`src/rtl/pe_array_stripe_ctrl_pkg.sv`:
```
// pe_ctrl_pkg: shared state, init-state and direction encodings for the PE array controller
package pe_ctrl_pkg;
    typedef enum logic [2:0] {
        S_IDLE,
        S_PARAM,
        S_PRIME,
        S_STREAM,
        S_DRAIN,
        S_WAIT_TB,
        S_DONE
    } state_t;
    localparam logic [1:0] INIT_H = 2'd0;
    localparam logic [1:0] INIT_D = 2'd1;
    localparam logic [1:0] INIT_I = 2'd2;
    localparam logic [1:0] INIT_NONE = 2'd3;
    localparam logic [2:0] NU_DONT_CARE = 3'd5;
    localparam logic [1:0] DIR_NONE = 2'd0;
    localparam logic [1:0] DIR_DIAG = 2'd1;
    localparam logic [1:0] DIR_UP = 2'd2;
    localparam logic [1:0] DIR_LEFT = 2'd3;
endpackage

```
`src/rtl/pe_array_stripe_ctrl_stripe_counter.sv`:
```
// stripe_counter: stripe index with its base row, per-PE row-valid mask and last-stripe flag
module stripe_counter #(
    parameter int NUM_PE = 4,
    parameter int LOG_NUM_PE = $clog2(NUM_PE),
    parameter int QUERY_LEN_WIDTH = 10
) (
    input  logic                       clk,
    input  logic                       rst,
    input  logic                       clear,
    input  logic                       inc,
    input  logic [QUERY_LEN_WIDTH-1:0] query_len,
    output logic [QUERY_LEN_WIDTH-1:0] stripe,
    output logic [QUERY_LEN_WIDTH-1:0] base,
    output logic [NUM_PE-1:0]          rows_valid,
    output logic                       last
);
    localparam int EW = QUERY_LEN_WIDTH + LOG_NUM_PE + 1;
    logic [EW-1:0] base_w;
    always_ff @(posedge clk) begin
        if (rst || clear) stripe <= '0;
        else if (inc) stripe <= stripe + 1'b1;
    end
    assign base_w = EW'(stripe) * EW'(NUM_PE);
    assign base = base_w[QUERY_LEN_WIDTH-1:0];
    assign last = (base_w + EW'(NUM_PE)) >= EW'(query_len);
    for (genvar k = 0; k < NUM_PE; k++) begin : g_rv
        assign rows_valid[k] = (base_w + EW'(k)) < EW'(query_len);
    end
endmodule

```
`src/rtl/pe_array_stripe_ctrl.sv`:
```
// pe_array_stripe_ctrl: loads PE parameters, then streams the reference through PE0 once per query stripe
module pe_array_stripe_ctrl
    import pe_ctrl_pkg::*;
#(
    parameter int NUM_PE = 4,
    parameter int LOG_NUM_PE = $clog2(NUM_PE),
    parameter int REF_LEN_WIDTH = 10,
    parameter int QUERY_LEN_WIDTH = 10,
    parameter int LOG_MAX_TILE_SIZE = 10
) (
    input  logic                         clk,
    input  logic                         rst,
    input  logic                         start,
    input  logic [REF_LEN_WIDTH-1:0]     ref_len,
    input  logic [QUERY_LEN_WIDTH-1:0]   query_len,
    input  logic [1:0]                   init_state_in,
    input  logic [LOG_MAX_TILE_SIZE:0]   marker_in,
    input  logic                         tb_ready,
    input  logic [2:0]                   ref_rd_data,
    output logic                         ref_rd_en,
    output logic [REF_LEN_WIDTH-1:0]     ref_rd_addr,
    output logic                         set_param,
    output logic                         param_valid,
    output logic                         pe_init,
    output logic [2:0]                   pe_ref,
    output logic [REF_LEN_WIDTH-1:0]     pe_ref_idx,
    output logic [QUERY_LEN_WIDTH-1:0]   pe_query_idx,
    output logic                         pe_block,
    output logic [1:0]                   pe_init_state,
    output logic [LOG_MAX_TILE_SIZE:0]   pe_marker,
    output logic [NUM_PE-1:0]            rows_valid,
    output logic                         stripe_start,
    output logic                         stripe_done,
    output logic                         busy,
    output logic                         done
);
    localparam int DRAIN_CYC = NUM_PE > 1 ? NUM_PE - 1 : 1;
    localparam int DW = $clog2(DRAIN_CYC + 1);
    state_t state, nxt;
    logic [REF_LEN_WIDTH-1:0] rl_q, col;
    logic [QUERY_LEN_WIDTH-1:0] ql_q, stripe, base;
    logic [1:0] is_q;
    logic [LOG_MAX_TILE_SIZE:0] mk_q;
    logic [DW-1:0] dcnt;
    logic [NUM_PE-1:0] rv;
    logic param_seen, last, start_ok, stream_end, drain_end, more;
    assign start_ok = start && ref_len != '0 && query_len != '0;
    assign stream_end = col == rl_q - 1'b1;
    assign drain_end = dcnt == DW'(DRAIN_CYC - 1);
    assign more = ({1'b0, col} + 1'b1) < {1'b0, rl_q};
    stripe_counter #(
        .NUM_PE(NUM_PE),
        .LOG_NUM_PE(LOG_NUM_PE),
        .QUERY_LEN_WIDTH(QUERY_LEN_WIDTH)
    ) u_stripe (
        .clk(clk),
        .rst(rst),
        .clear(state == S_IDLE && start),
        .inc(state == S_DRAIN && drain_end && !last),
        .query_len(ql_q),
        .stripe(stripe),
        .base(base),
        .rows_valid(rv),
        .last(last)
    );
    always_comb begin
        nxt = state;
        case (state)
            S_IDLE:    nxt = start ? (start_ok ? S_PARAM : S_DONE) : S_IDLE;
            S_PARAM:   nxt = S_PRIME;
            S_PRIME:   nxt = S_STREAM;
            S_STREAM:  nxt = stream_end ? S_DRAIN : S_STREAM;
            S_DRAIN:   nxt = !drain_end ? S_DRAIN : last ? S_DONE : tb_ready ? S_PRIME : S_WAIT_TB;
            S_WAIT_TB: nxt = tb_ready ? S_PRIME : S_WAIT_TB;
            S_DONE:    nxt = S_IDLE;
            default:   nxt = S_IDLE;
        endcase
    end
    always_ff @(posedge clk) begin
        if (rst) begin
            state <= S_IDLE;
            col <= '0;
            dcnt <= '0;
            param_seen <= 1'b0;
            rl_q <= '0;
            ql_q <= '0;
            is_q <= '0;
            mk_q <= '0;
        end else begin
            state <= nxt;
            col <= state == S_STREAM ? col + 1'b1 : '0;
            dcnt <= state == S_DRAIN ? dcnt + 1'b1 : '0;
            param_seen <= state == S_PARAM || (param_seen && state != S_DONE);
            if (state == S_IDLE && start_ok) begin
                rl_q <= ref_len;
                ql_q <= query_len;
                is_q <= init_state_in;
                mk_q <= marker_in;
            end
        end
    end
    assign busy = state != S_IDLE;
    assign set_param = state == S_PARAM;
    assign param_valid = set_param || param_seen;
    assign pe_init = state == S_STREAM;
    assign ref_rd_en = state == S_PRIME || (pe_init && more);
    assign ref_rd_addr = (pe_init && more) ? col + 1'b1 : '0;
    assign pe_ref = pe_init ? ref_rd_data : 3'd0;
    assign pe_ref_idx = pe_init ? col : '0;
    assign pe_query_idx = param_valid ? base : '0;
    assign pe_block = param_valid && stripe != '0;
    assign pe_init_state = is_q;
    assign pe_marker = mk_q;
    assign rows_valid = param_valid ? rv : '0;
    assign stripe_start = pe_init && col == '0;
    assign stripe_done = state == S_DRAIN && drain_end;
    assign done = state == S_DONE;
endmodule
```
`config.mk`:
```
export PLATFORM = sky130hd
export DESIGN_NAME = pe_array_stripe_ctrl
export DESIGN_NICKNAME = d
export VERILOG_FILES = /design/src/rtl/pe_array_stripe_ctrl_pkg.sv /design/src/rtl/pe_array_stripe_ctrl_stripe_counter.sv /design/src/rtl/pe_array_stripe_ctrl.sv
export SDC_FILE = /design/constraint.sdc
export NUM_CORES = 1
export LEC_CHECK = 0
export ABC_AREA = 1
export CAP_MARGIN = 10
export CORE_ASPECT_RATIO = 1.75
export CORE_MARGIN = 4
export CORE_UTILIZATION = 45
export CTS_CLUSTER_SIZE = 12
export DETAILED_ROUTE_END_ITERATION = 10
export PLACE_DENSITY = 0.81
export RECOVER_POWER = 100
export SYNTH_ARGS = -nofsm -noshare
export SYNTH_HDL_FRONTEND = slang
export SYNTH_SLANG_ARGS = --single-unit
export TNS_END_PERCENT = 20
```
`constraint.sdc`:
```
create_clock -name clk -period 3.3 [get_ports clk]
set_input_delay 0.99 -clock clk [delete_from_list [all_inputs] [get_ports clk]]
set_output_delay 0.99 -clock clk [all_outputs]
set_load 0.05 [all_outputs]
```
==> key figures <==
Timing
  – Max-slew headroom: 10.7%
  – Peak Freq: 274 MHz
  – Pins over their slew limit: 0
  – Final worst setup slack: -0.344 ns
  – Worst-margin pin slew: 1.33 ns
  – Setup tns final: -3.67 ns
  – Fin crit share: 110%
  – Post-layout min period: 3.64 ns
  – RSZ-0062 raised after global routing: true
  – Setup violations, final: 11
  – Clock Skew: 0.00678 ns
  – Endpoints failing hold: 0

Yosys
  – Yosys cell types: 34
  – Seq/Total Area, Yosys: 31.3%
  – Largest family of logic cells by synthesized area: simple AND/OR/NAND/NOR gates
  – Synthesized area per cell: 6.69 µm²
  – Simple-gate share of the synthesized area: 26.1%
  – Synth Area in Compound Gates: 16.0%
  – Post-synthesis cell area: 3780 µm²
  – Yosys Warn Count: 0
  – Post-synthesis mux area share: 0%
  – Synth Area in XOR/XNOR: 3.48%
  – Post-synth EDFFs: 0
  – Synth Area in Adders: 10.9%
  – Post-Syn Instances: 565
  – Yosys reg bits: 59
  – Ys flop type: dfxtp_1
  – Ys async rst share: 0%

Clock tree
  – Clk buf depth: 2
  – CTS sink cnt: 59
  – Root Buffer: clkbuf_16
  – Clk_lat worst skew: 0.32 ns
  – CTS H-Tree Depth: 3
  – CTS tree: done
  – Clk pin slew, worst setup/hold paths: 0.05 ns
  – Num CTS Buffers: 9

Critical path
  – FF-to-FF Start: u_stripe.stripe[2]
  – CP endpoint: ref_rd_addr[1]
  – Crit path from: col[0]
  – Crit. End Element: primary output
  – Worst Path Max Fanout: 8
  – Worst Reg-to-Reg Cells: 14
  – Arrival @ worst endpoint: 2.65 ns
  – Critical R2R Capture: u_stripe.stripe[1]
  – Flop2flop setup slack: 0.17 ns
  – Critical path required time: 2.31 ns
  – Startpoint types: register
  – Kind of critical path: reg2out

Floorplanning
  – I/O Pins: 99
  – DIE AREA: 9980 µm²
  – Die X-Extent: 77.3 µm
  – Site row count: 44
  – Initial core utilization: 45.8%
  – Core Area: 8260 µm²
  – Die Ht: 129 µm

Routing
  – Total wire length: 11.9 mm
  – Vias per cell: 5.25
  – DR DRC count: 0
  – Vias: 4084
  – Drt initial violations: 290
  – 1st-pass router iterations: 6
  – Wire length per cell: 15.3 µm
  – Post-DRT Antenna Nets: 0

Finish
  – Antenna diode instance count: 0
  – Area growth, synth to finish: 43.1%
  – Share of cells above drive strength 1: 14.1%
  – Nets: 754

Hold path
  – Hold path cells: 1
  – Hold Path Class: reg2reg

Power
  – Pwr/cell area: 485 nW/µm²
  – VDD IR max: 0.348 mV
  – Pleak: 2.48 nW

GRT
  – Vias in the first global route: 4186
  – Antenna violations before repair: 0
  – Gr ovfl total: 0
  – Largest net degree at the start of global routing: 59
  – Global-route wire length before repair: 19.2 mm
  – GRT Util Overall: 24.6%

Place
  – Detailed Place HPWL: 9.37 mm
  – Final GP Congestion: 0.931
  – I/O Buffers: 96
  – Dpl ws: -0.174 ns

Run
  – MaxCap Viol Count: 0

Status
  – Failing checks: negative setup slack
  – Status: complete, but fails checks
## synth_stat cells (all sizes together), types with 2 or more instances
library cell	count	area share (%)
nor4	5	0.83
buf	10	1.6
clkinv	2	0.20
dfxtp	59	31
o21ai	45	6.0
nand3b	3	0.60
nor2	87	9.0
xor2	13	3.0
nand4	7	1.2
nand3	34	4.8
o21bai	2	0.40
xnor2	2	0.46
clkbuf	5	0.50
inv	99	9.8
a21oi	57	7.6
nor3	10	1.5
nand2	79	7.8
o21a	7	1.4
ha	33	11
## cells by family after synthesis
| kind of cell | count (synthesis) |
|---|---|
| DFF | 59 |
| buffers and inverters | 116 |
| xor gates and xnor gates | 15 |
| adders and majority gates | 33 |
| other | 1 |
| and+or+nand+nor | 227 |
| AOI/OAI and AO/OA | 114 |
## how the worst min path moves through the flow
stage / from / to / slack, ns
2_1_floorplan: dcnt[0] / dcnt[0] / 0.40
3_3_place_gp: dcnt[0] / dcnt[0] / 0.41
3_5_place_dp: dcnt[0] / dcnt[0] / 0.42
4_1_cts: dcnt[0] / dcnt[0] / 0.43
5_1_grt: dcnt[0] / dcnt[0] / 0.44
6_report: dcnt[0] / dcnt[0] / 0.43
## sequential cells by signal (all words and copies together), names as in the netlist
name / flops
col: 10
dcnt: 2
param_seen: 1
pe_init_state: 2
pe_marker: 11
ql_q: 10
rl_q: 10
state: 3
u_stripe.stripe: 10
## routing by layer
| layer | global-route usage (%) | wire (µm) |
|---|---|---|
| met1 | 22.7 | 4330 |
| met5 | 0 | 0 |
| met4 | 16.8 | 632 |
| met2 | 48.0 | 6530 |
| met3 | 4.52 | 432 |
## area by class of cell
cell class,count,area (µm²)
multi-input combinational,391,2280
sequential,59,1190
timing repair buffer,119,1180
fill,741,2850
inverter,101,383
tap,92,115
clock inverter,3,15.0
clock buffer,13,250
## where the power goes
part | internal [mW] | total, mW | switching [mW]
Combinational | 0.307 | 0.942 | 0.635
Clock | 0.524 | 0.843 | 0.318
Sequential | 0.788 | 0.838 | 0.0503
Total | 1.62 | 2.62 | 1.00
## per-stage QoR
stage	instance area, µm²	power, mW	instances	util [%]	hold WS (ns)
final	5410	2.62	778	65.5	0.427
after global routing	5410	2.77	778	65.5	0.435
after CTS	5590	2.68	778	67.7	0.427
after detailed placement	5230	1.81	761	63.3	0.420
after global placement	5230	1.79	761	63.3	0.411
after floorplan	3860	1.49	566	-	0.398
## cells in the final DEF, fill, tap and decap left out, types with 14 or more instances in the layout
cell,Yosys,layout
o21ai_0,44,42
nand2_1,79,79
clkdlybuf4s50_1,0,37
inv_1,99,99
nor2_1,83,75
ha_1,33,32
a21oi_1,56,55
dlygate4sd3_1,0,19
dfxtp_1,59,57
buf_12,0,16
buf_4,2,21
clkbuf_2,0,14
nand3_1,33,29
## worst max-delay path, stage by stage, from the launching register on
cell and delay (ns):
dfxtp_4 0.36, ha_4 0.14, nand3_4 0.09, nor3_4 0.18
buf_4 0.15, nand2_1 0.06, xor2_1 0.18, inv_1 0.06
ha_1 0.29, a21oi_1 0.15, nand2_1 0.07, nand2_1 0.06
nand3_2 0.10, buf_12 0.18, nor2_4 0.11, buf_12 0.14
## timing repair
action | 4_1_cts | 5_1_grt
hold buffers | 0 | 0
pin swaps | 5 | 1
gates resized for setup | 22 | 5
setup buffers | 1 | 0
setup endpoints to repair | 11 | 21
Note: power is estimated with default switching activity, not from simulation.
